<file path="config.mk">
export PLATFORM = sky130hd
export DESIGN_NAME = rr_node_dispatcher
export DESIGN_NICKNAME = d
export VERILOG_FILES = /design/src/rtl/rr_dispatch_pkg.sv /design/src/rtl/rr_node_dispatcher_pick.sv /design/src/rtl/rr_node_dispatcher.sv
export SDC_FILE = /design/constraint.sdc
export NUM_CORES = 1
export LEC_CHECK = 0
export ABC_AREA = 1
export CAP_MARGIN = 5
export CORE_MARGIN = 3
export CORE_UTILIZATION = 45
export DETAILED_ROUTE_END_ITERATION = 8
export PLACE_DENSITY_LB_ADDON = 0.08
export REMOVE_ABC_BUFFERS = 1
export SYNTH_ARGS = -nofsm -noshare
export SYNTH_HDL_FRONTEND = slang
export SYNTH_SLANG_ARGS = --single-unit
export TNS_END_PERCENT = 30
</file>
<file path="constraint.sdc">
create_clock -name clk -period 1.66 [get_ports clk]
set_input_delay 0.249 -clock clk [delete_from_list [all_inputs] [get_ports clk]]
set_output_delay 0.249 -clock clk [all_outputs]
set_load 0.01 [all_outputs]
</file>
<file path="src/rtl/rr_dispatch_pkg.sv">
// Shared types and helpers for the round-robin node dispatcher.
// Latency: n/a (types only).  Backpressure: n/a.
package rr_dispatch_pkg;

    typedef enum logic [1:0] {
        IDLE  = 2'd0,
        RUN   = 2'd1,
        DRAIN = 2'd2,
        DONE  = 2'd3
    } state_t;

    localparam int DEF_NUM_NODES = 4;
    localparam int NODE_IDX_W    = $clog2(DEF_NUM_NODES);

    function automatic logic [31:0] onehot32(input int unsigned idx);
        return 32'd1 << idx;
    endfunction

endpackage

</file>
<file path="src/rtl/rr_node_dispatcher_pick.sv">
// Rotating-priority picker: first set request at or after start_idx wins.
// Latency: combinational.  Backpressure: none; any=0 when no request is set.
module rr_pick #(
    parameter int N  = 4,
    parameter int IW = 2
) (
    input  logic [N-1:0]  req,
    input  logic [IW-1:0] start_idx,
    output logic [N-1:0]  gnt,
    output logic [IW-1:0] gnt_idx,
    output logic          any
);

    int idx;

    always_comb begin
        gnt     = '0;
        gnt_idx = '0;
        any     = 1'b0;
        idx     = 0;
        for (int i = 0; i < N; i++) begin
            idx = int'(start_idx) + i;
            if (idx >= N) begin
                idx = idx - N;
            end
            if (!any && req[idx]) begin
                any      = 1'b1;
                gnt_idx  = IW'(idx);
                gnt[idx] = 1'b1;
            end
        end
    end

endmodule

</file>
<file path="src/rtl/rr_node_dispatcher.sv">
// Streams an address window from memory and steers each word to node FIFOs round-robin.
// Latency: start -> first node_wr_en 2 cycles, then 1 word/cycle; done 2 cycles after last issue.
// Backpressure: stalls on node_full (almost-full); SKIP_FULL_EN skips full nodes instead.
module rr_node_dispatcher
    import rr_dispatch_pkg::*;
#(
    parameter int NUM_NODES  = DEF_NUM_NODES,
    parameter int ADDR_WIDTH = 8,
    parameter int DATA_WIDTH = 16
) (
    input  logic                  clk,
    input  logic                  rst_n,
    input  logic                  start,
    input  logic [ADDR_WIDTH-1:0] base_addr,
    input  logic [ADDR_WIDTH:0]   count,
    output logic [ADDR_WIDTH-1:0] mem_addr,
    output logic                  mem_rd_en,
    input  logic [DATA_WIDTH-1:0] mem_rdata,
    input  logic [NUM_NODES-1:0]  node_full,
    output logic [NUM_NODES-1:0]  node_wr_en,
    output logic [DATA_WIDTH-1:0] node_wdata,
    output logic                  busy,
    output logic                  done
);

    localparam int IW = (NUM_NODES > 1) ? $clog2(NUM_NODES) : 1;
    localparam int CW = ADDR_WIDTH + 1;

    state_t                state_q, state_d;
    logic [ADDR_WIDTH-1:0] addr_q, addr_d;
    logic [CW-1:0]         rem_q, rem_d;
    logic [IW-1:0]         ptr_q, ptr_d;
    logic [NUM_NODES-1:0]  wr_q, wr_d;

    logic [IW-1:0]         tgt;
    logic [NUM_NODES-1:0]  tgt_oh;
    logic                  can_issue;
    logic                  issue;
    logic [IW-1:0]         tgt_nxt;

`ifdef SKIP_FULL_EN
    rr_pick #(
        .N  (NUM_NODES),
        .IW (IW)
    ) u_pick (
        .req       (~node_full),
        .start_idx (ptr_q),
        .gnt       (tgt_oh),
        .gnt_idx   (tgt),
        .any       (can_issue)
    );
`else
    assign tgt       = ptr_q;
    assign tgt_oh    = NUM_NODES'(onehot32(int'(ptr_q)));
    assign can_issue = !node_full[ptr_q];
`endif

    assign issue   = (state_q == RUN) && can_issue;
    assign tgt_nxt = (tgt == IW'(NUM_NODES - 1)) ? '0 : tgt + IW'(1);

    always_comb begin
        state_d = state_q;
        addr_d  = addr_q;
        rem_d   = rem_q;
        ptr_d   = ptr_q;
        wr_d    = '0;
        case (state_q)
            IDLE: begin
                if (start) begin
                    addr_d  = base_addr;
                    rem_d   = count;
                    ptr_d   = '0;
                    state_d = (count == '0) ? DONE : RUN;
                end
            end
            RUN: begin
                if (issue) begin
                    addr_d = addr_q + ADDR_WIDTH'(1);
                    rem_d  = rem_q - CW'(1);
                    ptr_d  = tgt_nxt;
                    wr_d   = tgt_oh;
                    if (rem_q == CW'(1)) begin
                        state_d = DRAIN;
                    end
                end
            end
            DRAIN:   state_d = DONE;
            DONE:    state_d = IDLE;
            default: state_d = IDLE;
        endcase
    end

    // A reset mid-transfer drops the in-flight write along with the FSM.
    always_ff @(posedge clk or negedge rst_n) begin
        if (!rst_n) begin
            state_q <= IDLE;
            addr_q  <= '0;
            rem_q   <= '0;
            ptr_q   <= '0;
            wr_q    <= '0;
        end else begin
            state_q <= state_d;
            addr_q  <= addr_d;
            rem_q   <= rem_d;
            ptr_q   <= ptr_d;
            wr_q    <= wr_d;
        end
    end

    assign mem_addr   = addr_q;
    assign mem_rd_en  = issue;
    assign node_wr_en = wr_q;
    assign node_wdata = (|wr_q) ? mem_rdata : '0;
    assign busy       = (state_q == RUN) || (state_q == DRAIN);
    assign done       = (state_q == DONE);

endmodule

</file>
After elaboration in Yosys (flattened, before gate mapping)
Index checks and enable logic that the tools add are counted.
Cells by class
  add/sub/neg operators: 3
  $lt $le $gt $ge: 1
  equal/unequal tests: 8
  shift operators: 1
  muxes and demuxes: 20
  reductions and logical operators: 9
Operators by type and width (number)
  $mux 9: 2
  $pmux 9 s2: 1
  $mux 16: 1
  $mux 8: 2
  $pmux 8 s2: 1
  $mux 2: 7
  $eq 9x1->1 const B: 1
  $logic_not 9->1: 1
  $sub 9x1->9 const B: 1
  $add 8x1->8 const B: 1
  $mux 4: 2
  $pmux 2 s4: 1
  $eq 2x2->1 const B: 3
  $ne 2x2->1 const B: 3
  $reduce_and 3->1: 2
  $pmux 2 s2: 1
  $reduce_or 4->1: 1
  $shl 1x2->4 const A: 1
  $lt 2x3->1 const B: 1
  $add 2x1->2 const B: 1
  $bmux 1 s2: 1
  $eq 2x1->1 const B: 1
  $logic_not 2->1: 1
  $reduce_bool 2->1: 1
  other kinds (4): 4
Word-level totals
  flip-flop bits (word level): 25
  input port bits: 40
  logic and storage cells: 47

Longest topological paths before layout
Gate-level depths: netlist of run 1.
  depth in word-level cells: 6
  mapped depth: 10
  depth with buffers taken out: 10

Worst setup path before layout of run 1
Ideal clock, no wire load.
  path kind: reg2out
  start: register state_q[1]
  end: output mem_rd_en
  data arrival time: 1.290 ns
  data required time: 1.411 ns
  path slack: 0.121 ns
  stages on the path, launching flop included: 7
  cell sequence: dfrtp_1 > inv_1 > ha_1 > buf_2 > buf_2 > nand2_1 > inv_1
Between the ends
  word-level cells in the longest chain between the ends: 2
Ends and longest elaborated chain
  from (decl): line rr_node_dispatcher.sv:29  | state_t state_q, state_d;
  from (signal assigned): line rr_node_dispatcher.sv:102  | state_q <= state_d;
  $eq 2x1->1: line rr_node_dispatcher.sv:58  | assign issue = (state_q == RUN) && can_issue;
  $logic_and 1x1->1: line rr_node_dispatcher.sv:58
  to (decl): line rr_node_dispatcher.sv:17  | output logic mem_rd_en,
Every way passes these cells.

Worst setup path after layout of run 1
  start: register wr_q[1], in the netlist node_wr_en[1]
  end: output node_wdata[12]
Between the ends
  word-level cells in the longest chain between the ends: 2
Ends and longest elaborated chain
  from (decl): line rr_node_dispatcher.sv:33  | logic [NUM_NODES-1:0] wr_q, wr_d;
  from (signal assigned): line rr_node_dispatcher.sv:106  | wr_q <= wr_d;
  $reduce_or 4->1: line rr_node_dispatcher.sv:113  | assign node_wdata = (|wr_q) ? mem_rdata : '0;
  $mux 16: line rr_node_dispatcher.sv:113
  to (decl): line rr_node_dispatcher.sv:21  | output logic [DATA_WIDTH-1:0] node_wdata,
Every way passes these cells.

==> results.py, run 1 <==
metrics = {
    "run_status": {
        "outcome": "finished with violations",
        "violations": "negative setup slack",
    },
    "sta": {
        "finalSetupViolations": 16,
        "timing.slew.headroom_pct": 77.8,
        "fin_crit_ns": 1.78,
        "setup_tns_ns": -1.46,
        "finClkSkew_ns": 0.0130,
        "max_slew.worst_pin.slew_ns": 0.333,
        "grt_setup_unrepaired": "yes",
        "slew_violations": 0,
        "period_share_pct": 107,
        "postLayoutSetupSlackWorst_ns": -0.119,
        "fmax_mhz": 562,
        "hold_viol": 0,
    },
    "critical_path": {
        "slowest_stage": "dfrtp_1",
        "required_ns": 1.41,
        "crit_fanout": 4,
        "worstSetupPathType": "flop to primary output",
        "rrSetupSlack_ns": 0.07,
        "critPathMaxStageDelay_ns": 0.41,
        "critical_path.cell_chain": "nor4_4 -> buf_4 -> buf_12 -> nor2_1 -> buf_2",
        "worstSetupStartpointType": "flop",
        "cp-end-kind": "primary output",
        "crit_arrival_ns": 1.53,
    },
    "cts": {
        "ctsHtreeMaxLevel": 1,
        "cts.path.max_buffers": 2,
        "cts_tree": "yes",
        "clk_pin_slew_ns": 0.10,
        "cts_made_buffers": 3,
        "ctsRootBufferMaster": "clkbuf_8",
        "clock-sinks": 25,
        "clk_latency_ns": 0.28,
        "ctsHoldBuffers": 0,
    },
    "floorplan": {
        "die_area_mm2": 0.00504,
        "core-area_mm2": 0.00385,
        "fp.dieW_um": 71.0,
        "die_h_um": 71.0,
        "ios": 71,
        "num_rows": 22,
        "start_util_pct": 49.3,
    },
    "job": {
        "cap_violations": 0,
    },
    "global_route": {
        "grt_use_total_pct": 20.9,
        "grt_pass1_vias": 1838,
        "grt_start_max_net_pins": 26,
        "antenna_found_initial": 0,
        "grt_pass1_wl_mm": 8.60,
        "overflow": 0,
    },
    "layout": {
        "final_core_util_pct": 74.7,
        "drive_gt1_share_pct": 18.3,
        "antenna_cells": 0,
        "final_nets": 431,
        "fillerInstances": 318,
        "design_area_mm2": 0.00288,
        "seqCellArea_um2": 626,
        "multiInputGateArea_mm2": 0.00110,
        "area_growth_pct": 51.6,
    },
    "pwr": {
        "clock_power_share_pct": 7.4,
        "switching_share_pct": 47.0,
        "max-vdd-ir-drop_uv": 1020,
        "pwr-share-seq_pct": 22.2,
        "leakagePower_nw": 1.56,
        "p_int_mw": 2.78,
        "p_sw_mw": 2.46,
        "p_comb_share_pct": 70.4,
        "powerDensity_mw_per_mm2": 1820,
    },
    "synth": {
        "yosysUniqueCellTypes": 25,
        "synth_warnings": 0,
        "synth_seq_cells": 25,
        "avgSynthCellArea_um2": 6.59,
        "yosys.area.top_type_share_pct": 32.9,
        "synth_cells": 288,
        "synth_area_leader_cell": "dfrtp_1",
        "yosys-top-cells-area": "dfrtp_1 (33%), nand2_1 (22%), inv_1 (8.1%)",
        "yosysSeqAreaShare_pct": 32.9,
        "syn_area_mm2": 0.00190,
    },
    "drt": {
        "vias_per_cell": 4.73,
        "drt_iter0_drc": 98,
        "wl_per_cell_um": 12.5,
        "vias": 2013,
        "postRouteAntennaNets": 0,
        "route.detailed.drc": 0,
        "drt_first_pass_iters": 5,
        "routed_wl_mm": 5.32,
    },
    "min_path": {
        "min_path_type": "input port to async pin",
    },
    "placed_design": {
        "dpl.hpwl_mm": 3.81,
        "place_area_mm2": 0.00276,
        "port_buffers": 70,
        "globalplace.congestion": 0.799,
    },
}
## stage by stage
| stage | setup slack, ns | instances | hold slack (ns) | total power [mW] |
|---|---|---|---|---|
| 2_1_floorplan | -0.283 | 281 | -0.0466 | 3.04 |
| 5_1_grt | -0.227 | 426 | 0.352 | 5.75 |
| 3_5_place_dp | -0.135 | 416 | 0.509 | 4.60 |
| 3_3_place_gp | -0.107 | 416 | 0.492 | 4.51 |
| 6_report | -0.119 | 426 | 0.325 | 5.24 |
| 4_1_cts | -0.240 | 426 | 0.332 | 5.16 |
## worst paths after layout
path / from / endpoint / cells after the start
max in group asynchronous: rst_n / ptr_q[1] / 2
hold / removal: rst_n / rem_q[2] / 2
setup reg to reg: state_q[1] / rem_q[1] / 9
setup / recovery: node_wr_en[1] / node_wdata[12] / 5
min in group clk: rem_q[8] / rem_q[8] / 2
hold reg to reg: rem_q[8] / rem_q[8] / 2
## synth_stat cells
| cell | number |
|---|---|
| buf_4 | 1 |
| inv_2 | 2 |
| nand4_1 | 1 |
| xor2_1 | 1 |
| nand3_2 | 3 |
| nand2_1 | 111 |
| nor4_4 | 1 |
| nand3_4 | 1 |
| inv_1 | 41 |
| o21ai_2 | 5 |
| clkbuf_1 | 1 |
| ha_1 | 12 |
| buf_2 | 3 |
| nand3_1 | 22 |
| o21bai_1 | 2 |
| buf_6 | 2 |
| mux2i_1 | 2 |
| o21ai_0 | 8 |
| nand2_2 | 1 |
| o22ai_1 | 1 |
| nand3b_1 | 1 |
| inv_4 | 1 |
| nor2_1 | 37 |
| or2_2 | 3 |
| dfrtp_1 | 25 |
## cell usage in the layout (no fill, tap or decap), drive strengths merged
cell,synthesis,final
mux2i,2,2
clkdlybuf4s50,0,51
clkdlybuf4s15,0,1
o21ai,13,13
nand3b,1,1
clkbuf,1,5
nand2,112,112
nand3,26,26
clkinvlp,0,1
o22ai,1,1
buf,6,38
o21bai,2,2
nor4,1,1
dlygate4sd2,0,1
xor2,1,1
ha,12,12
nand4,1,1
inv,44,44
or2,3,3
nor2,37,37
dfrtp,25,25
## metal layers
| metal | vias up | routed length [µm] | GRT usage, % |
|---|---|---|---|
| met3 | 4 | 189 | 2.84 |
| met5 | - | 0 | 0 |
| met4 | 0 | 51 | 5.43 |
| met1 | 914 | 2480 | 28.3 |
| li1 | 1050 | - | - |
| met2 | 45 | 2590 | 35.2 |
## critical path, delay by kind of cell (launching register included)
kind,cells,cell delay (ns)
buffers and inverters,3,0.44
flip-flops,1,0.41
AND/OR/NAND/NOR,2,0.42
## power by group through the flow
stage               clock network (mW)  registers (mW)  logic (mW)
floorplan                            0            1.19        1.85
global placement                     0            1.16        3.35
detailed placement                   0            1.17        3.43
CTS                              0.394            1.16        3.60
global route                     0.427            1.21        4.12
finish                           0.387            1.16        3.69
## logic make-up after synthesis
| group | after synthesis | synth area share (%) |
|---|---|---|
| and+or+nand+nor | 181 | 40.7 |
| buffers and inverters | 51 | 11.4 |
| DFF | 25 | 32.9 |
| AOI/OAI and AO/OA | 16 | 5.53 |
| adders and majority gates | 12 | 7.90 |
| muxes | 2 | 1.05 |
| xor gates and xnor gates | 1 | 0.461 |
## what timing repair did
action | 4_1_cts | 5_1_grt
gates resized for setup | 71 | 23
cloned | 1 | 0
endpoints found under the setup margin | 19 | 37
buffers inserted | 5 | 1
pin swaps | 1 | 1
## registers in the layout, summed over array words and instances, names as in the netlist
name        cells
ptr_q           2
node_wr_en      4
state_q         2
rem_q           9
mem_addr        8
## area by class of cell
cell class                      instances  area share [%]
Multi-Input combinational cell        212            38.1
Timing Repair Buffer                   93            30.6
Sequential cell                        25            21.7
Inverter                               44            5.82
Tap cell                               48            2.09
Clock buffer                            3            1.43
Clock inverter                          1           0.261
Power figures use the tool's default switching activity.
==> inputs of run 2 (changes only) <==
--- a/config.mk
+++ b/config.mk
@@ -10,6 +10,7 @@
 export CORE_MARGIN = 3
 export CORE_UTILIZATION = 45
 export DETAILED_ROUTE_END_ITERATION = 8
+export GPL_ROUTABILITY_DRIVEN = 1
 export PLACE_DENSITY_LB_ADDON = 0.08
 export REMOVE_ABC_BUFFERS = 1
 export SYNTH_ARGS = -nofsm -noshare
==> results of run 2 <==
The final DEF is identical to that of run 1; final timing and power are the same.
==> inputs of run 3 (changes only) <==
--- a/config.mk
+++ b/config.mk
@@ -7,6 +7,7 @@
 export LEC_CHECK = 0
 export ABC_AREA = 1
 export CAP_MARGIN = 5
+export CORE_ASPECT_RATIO = 1.1
 export CORE_MARGIN = 3
 export CORE_UTILIZATION = 45
 export DETAILED_ROUTE_END_ITERATION = 8
==> results.py, run 3 (synthesis gave the netlist of run 1 again) <==
metrics = {
    "drt": {
        "drt_first_pass_iters": 4,
        "drt_iter0_drc": 95,
        "vias_per_cell": 4.71,
        "route.detailed.drc": 0,
        "vias": 2045,
        "routed_wl_mm": 5.16,
        "wl_per_cell_um": 11.9,
        "postRouteAntennaNets": 0,
    },
    "layout": {
        "layout_commonest_cell": "nand2_1",
        "final_cell_mix": "nand2_1 (111), clkdlybuf4s50_1 (51), inv_1 (40)",
        "multiInputGateArea_mm2": 0.00107,
        "final_nets": 435,
        "largest_reg_flops": 9,
        "antenna_cells": 0,
        "top_register": "rem_q",
        "area_growth_pct": 48.4,
        "layout.cells.non_filler": 434,
        "seqCellArea_um2": 626,
        "fillerInstances": 361,
        "drive_gt1_share_pct": 18.1,
    },
    "pwr": {
        "powerDensity_mw_per_mm2": 1780,
        "leakagePower_nw": 1.56,
        "max-vdd-ir-drop_uv": 1120,
    },
    "critical_path": {
        "crit_fanout": 6,
        "slowest_stage": "dfrtp_1",
        "critPathMaxStageDelay_ns": 0.41,
        "critical_path.cell_chain": "nor4_4 -> buf_4 -> buf_6 -> nor2_2 -> buf_2",
        "crit_arrival_ns": 1.44,
        "worstSetupPathType": "flop to primary output",
        "required_ns": 1.41,
        "worstSetupStartpointType": "flop",
        "cp-end-kind": "primary output",
    },
    "sta": {
        "grt_setup_unrepaired": "yes",
        "hold_ws_ns": 0.327,
        "finalSetupViolations": 10,
        "hold_viol": 0,
        "timing.slew.headroom_pct": 77.4,
        "setup_tns_ns": -0.180,
        "slew_violations": 0,
        "period_share_pct": 102,
        "max_slew.worst_pin.slew_ns": 0.339,
        "fin_crit_ns": 1.69,
        "fmax_mhz": 592,
        "postLayoutSetupSlackWorst_ns": -0.0279,
        "finClkSkew_ns": 0.0105,
    },
    "cts": {
        "cts.path.max_buffers": 2,
        "clk_pin_slew_ns": 0.10,
        "ctsHtreeMaxLevel": 1,
        "clk_latency_ns": 0.28,
        "ctsRootBufferMaster": "clkbuf_8",
        "cts_tree": "yes",
        "clock-sinks": 25,
        "cts_made_buffers": 3,
    },
    "floorplan": {
        "fp.dieW_um": 67.9,
        "start_util_pct": 47.2,
        "core-area_mm2": 0.00402,
        "die_h_um": 74.1,
        "die_area_mm2": 0.00504,
        "num_rows": 24,
        "ios": 71,
    },
    "job": {
        "cap_violations": 0,
    },
    "placed_design": {
        "dpl.hpwl_mm": 3.99,
        "port_buffers": 70,
        "globalplace.congestion": 0.885,
        "place.detailed.instances": 422,
    },
    "global_route": {
        "grt_start_max_net_pins": 26,
        "overflow": 0,
        "antenna_found_initial": 0,
        "grt_pass1_wl_mm": 8.34,
        "grt_use_total_pct": 21.4,
        "grt_pass1_vias": 2009,
    },
    "run_status": {
        "violations": "negative setup slack",
        "outcome": "finished with violations",
    },
    "min_path": {
        "min_path_type": "input port to async pin",
    },
}
run 3: cell types whose count changed in the layout (fill, tap and decap cells not counted), sizes merged:
cell | previous run | this run
clkinvlp | 1 | 0
clkdlybuf4s15 | 1 | 0
dlygate4sd2 | 1 | 3
clkinv | 0 | 1
buf | 38 | 43
clkbuf | 5 | 3
run 3: area by class of cell:
cell class                 instances  area share, %
timing repair buffer              97           30.0
clock buffer                       3           1.46
clock inverter                     1          0.178
multi-input combinational        212           37.9
inverter                          44           5.95
tap                               52           2.31
sequential                        25           22.2
run 3: path summary, 6_finish.rpt:
path / from / to / slack, ns / cells past startpoint
max in group asynchronous: rst_n / node_wr_en[2] / 1.06 / 2
worst max register to register: state_q[0] / rem_q[2] / 0.14 / 8
worst min-delay path: rst_n / rem_q[3] / 0.33 / 2
worst max-delay path: node_wr_en[1] / node_wdata[5] / -0.03 / 5
worst min register to register: rem_q[8] / rem_q[8] / 0.52 / 2
min in group clk: rem_q[8] / rem_q[8] / 0.52 / 2
run 3: report_power, final:
group | total [mW] | switching (mW) | internal [mW]
Sequential | 1.17 | 0.282 | 0.884
Combinational | 3.47 | 1.85 | 1.62
Clock | 0.381 | 0.212 | 0.168
run 3: repair_timing:
item | 4_1_cts | 5_1_grt
pin swaps | 1 | 1
hold buffers | 0 | 0
buffers inserted | 7 | 1
endpoints found under the setup margin | 19 | 14
gates resized for setup | 72 | 4
run 3: routing by layer:
layer / share of wire (%) / up-vias / global-route usage, %
li1: - / 1066 / -
met1: 41 / 929 / 22.9
met2: 52 / 44 / 40.0
met3: 6.0 / 6 / 4.38
met4: 1.6 / 0 / 8.61
met5: 0 / - / 0
run 3: stage by stage:
| step | setup WS [ns] | power (mW) | util (%) | area (µm²) |
|---|---|---|---|---|
| CTS | -0.0540 | 5.01 | 69.7 | 2800 |
| finish | -0.0279 | 5.01 | 70.1 | 2820 |
| global route | -0.0863 | 5.51 | 70.1 | 2820 |
| detailed placement | -0.138 | 4.58 | 68.9 | 2770 |
| floorplan | -0.283 | 3.04 | - | 1850 |
| global placement | -0.105 | 4.48 | 68.9 | 2770 |
run 3: critical path: cells and delay by family (launching register included):
kind | cells | cell delay [ns]
buffers and inverters | 3 | 0.43
flip-flops | 1 | 0.41
AND/OR/NAND/NOR | 2 | 0.32
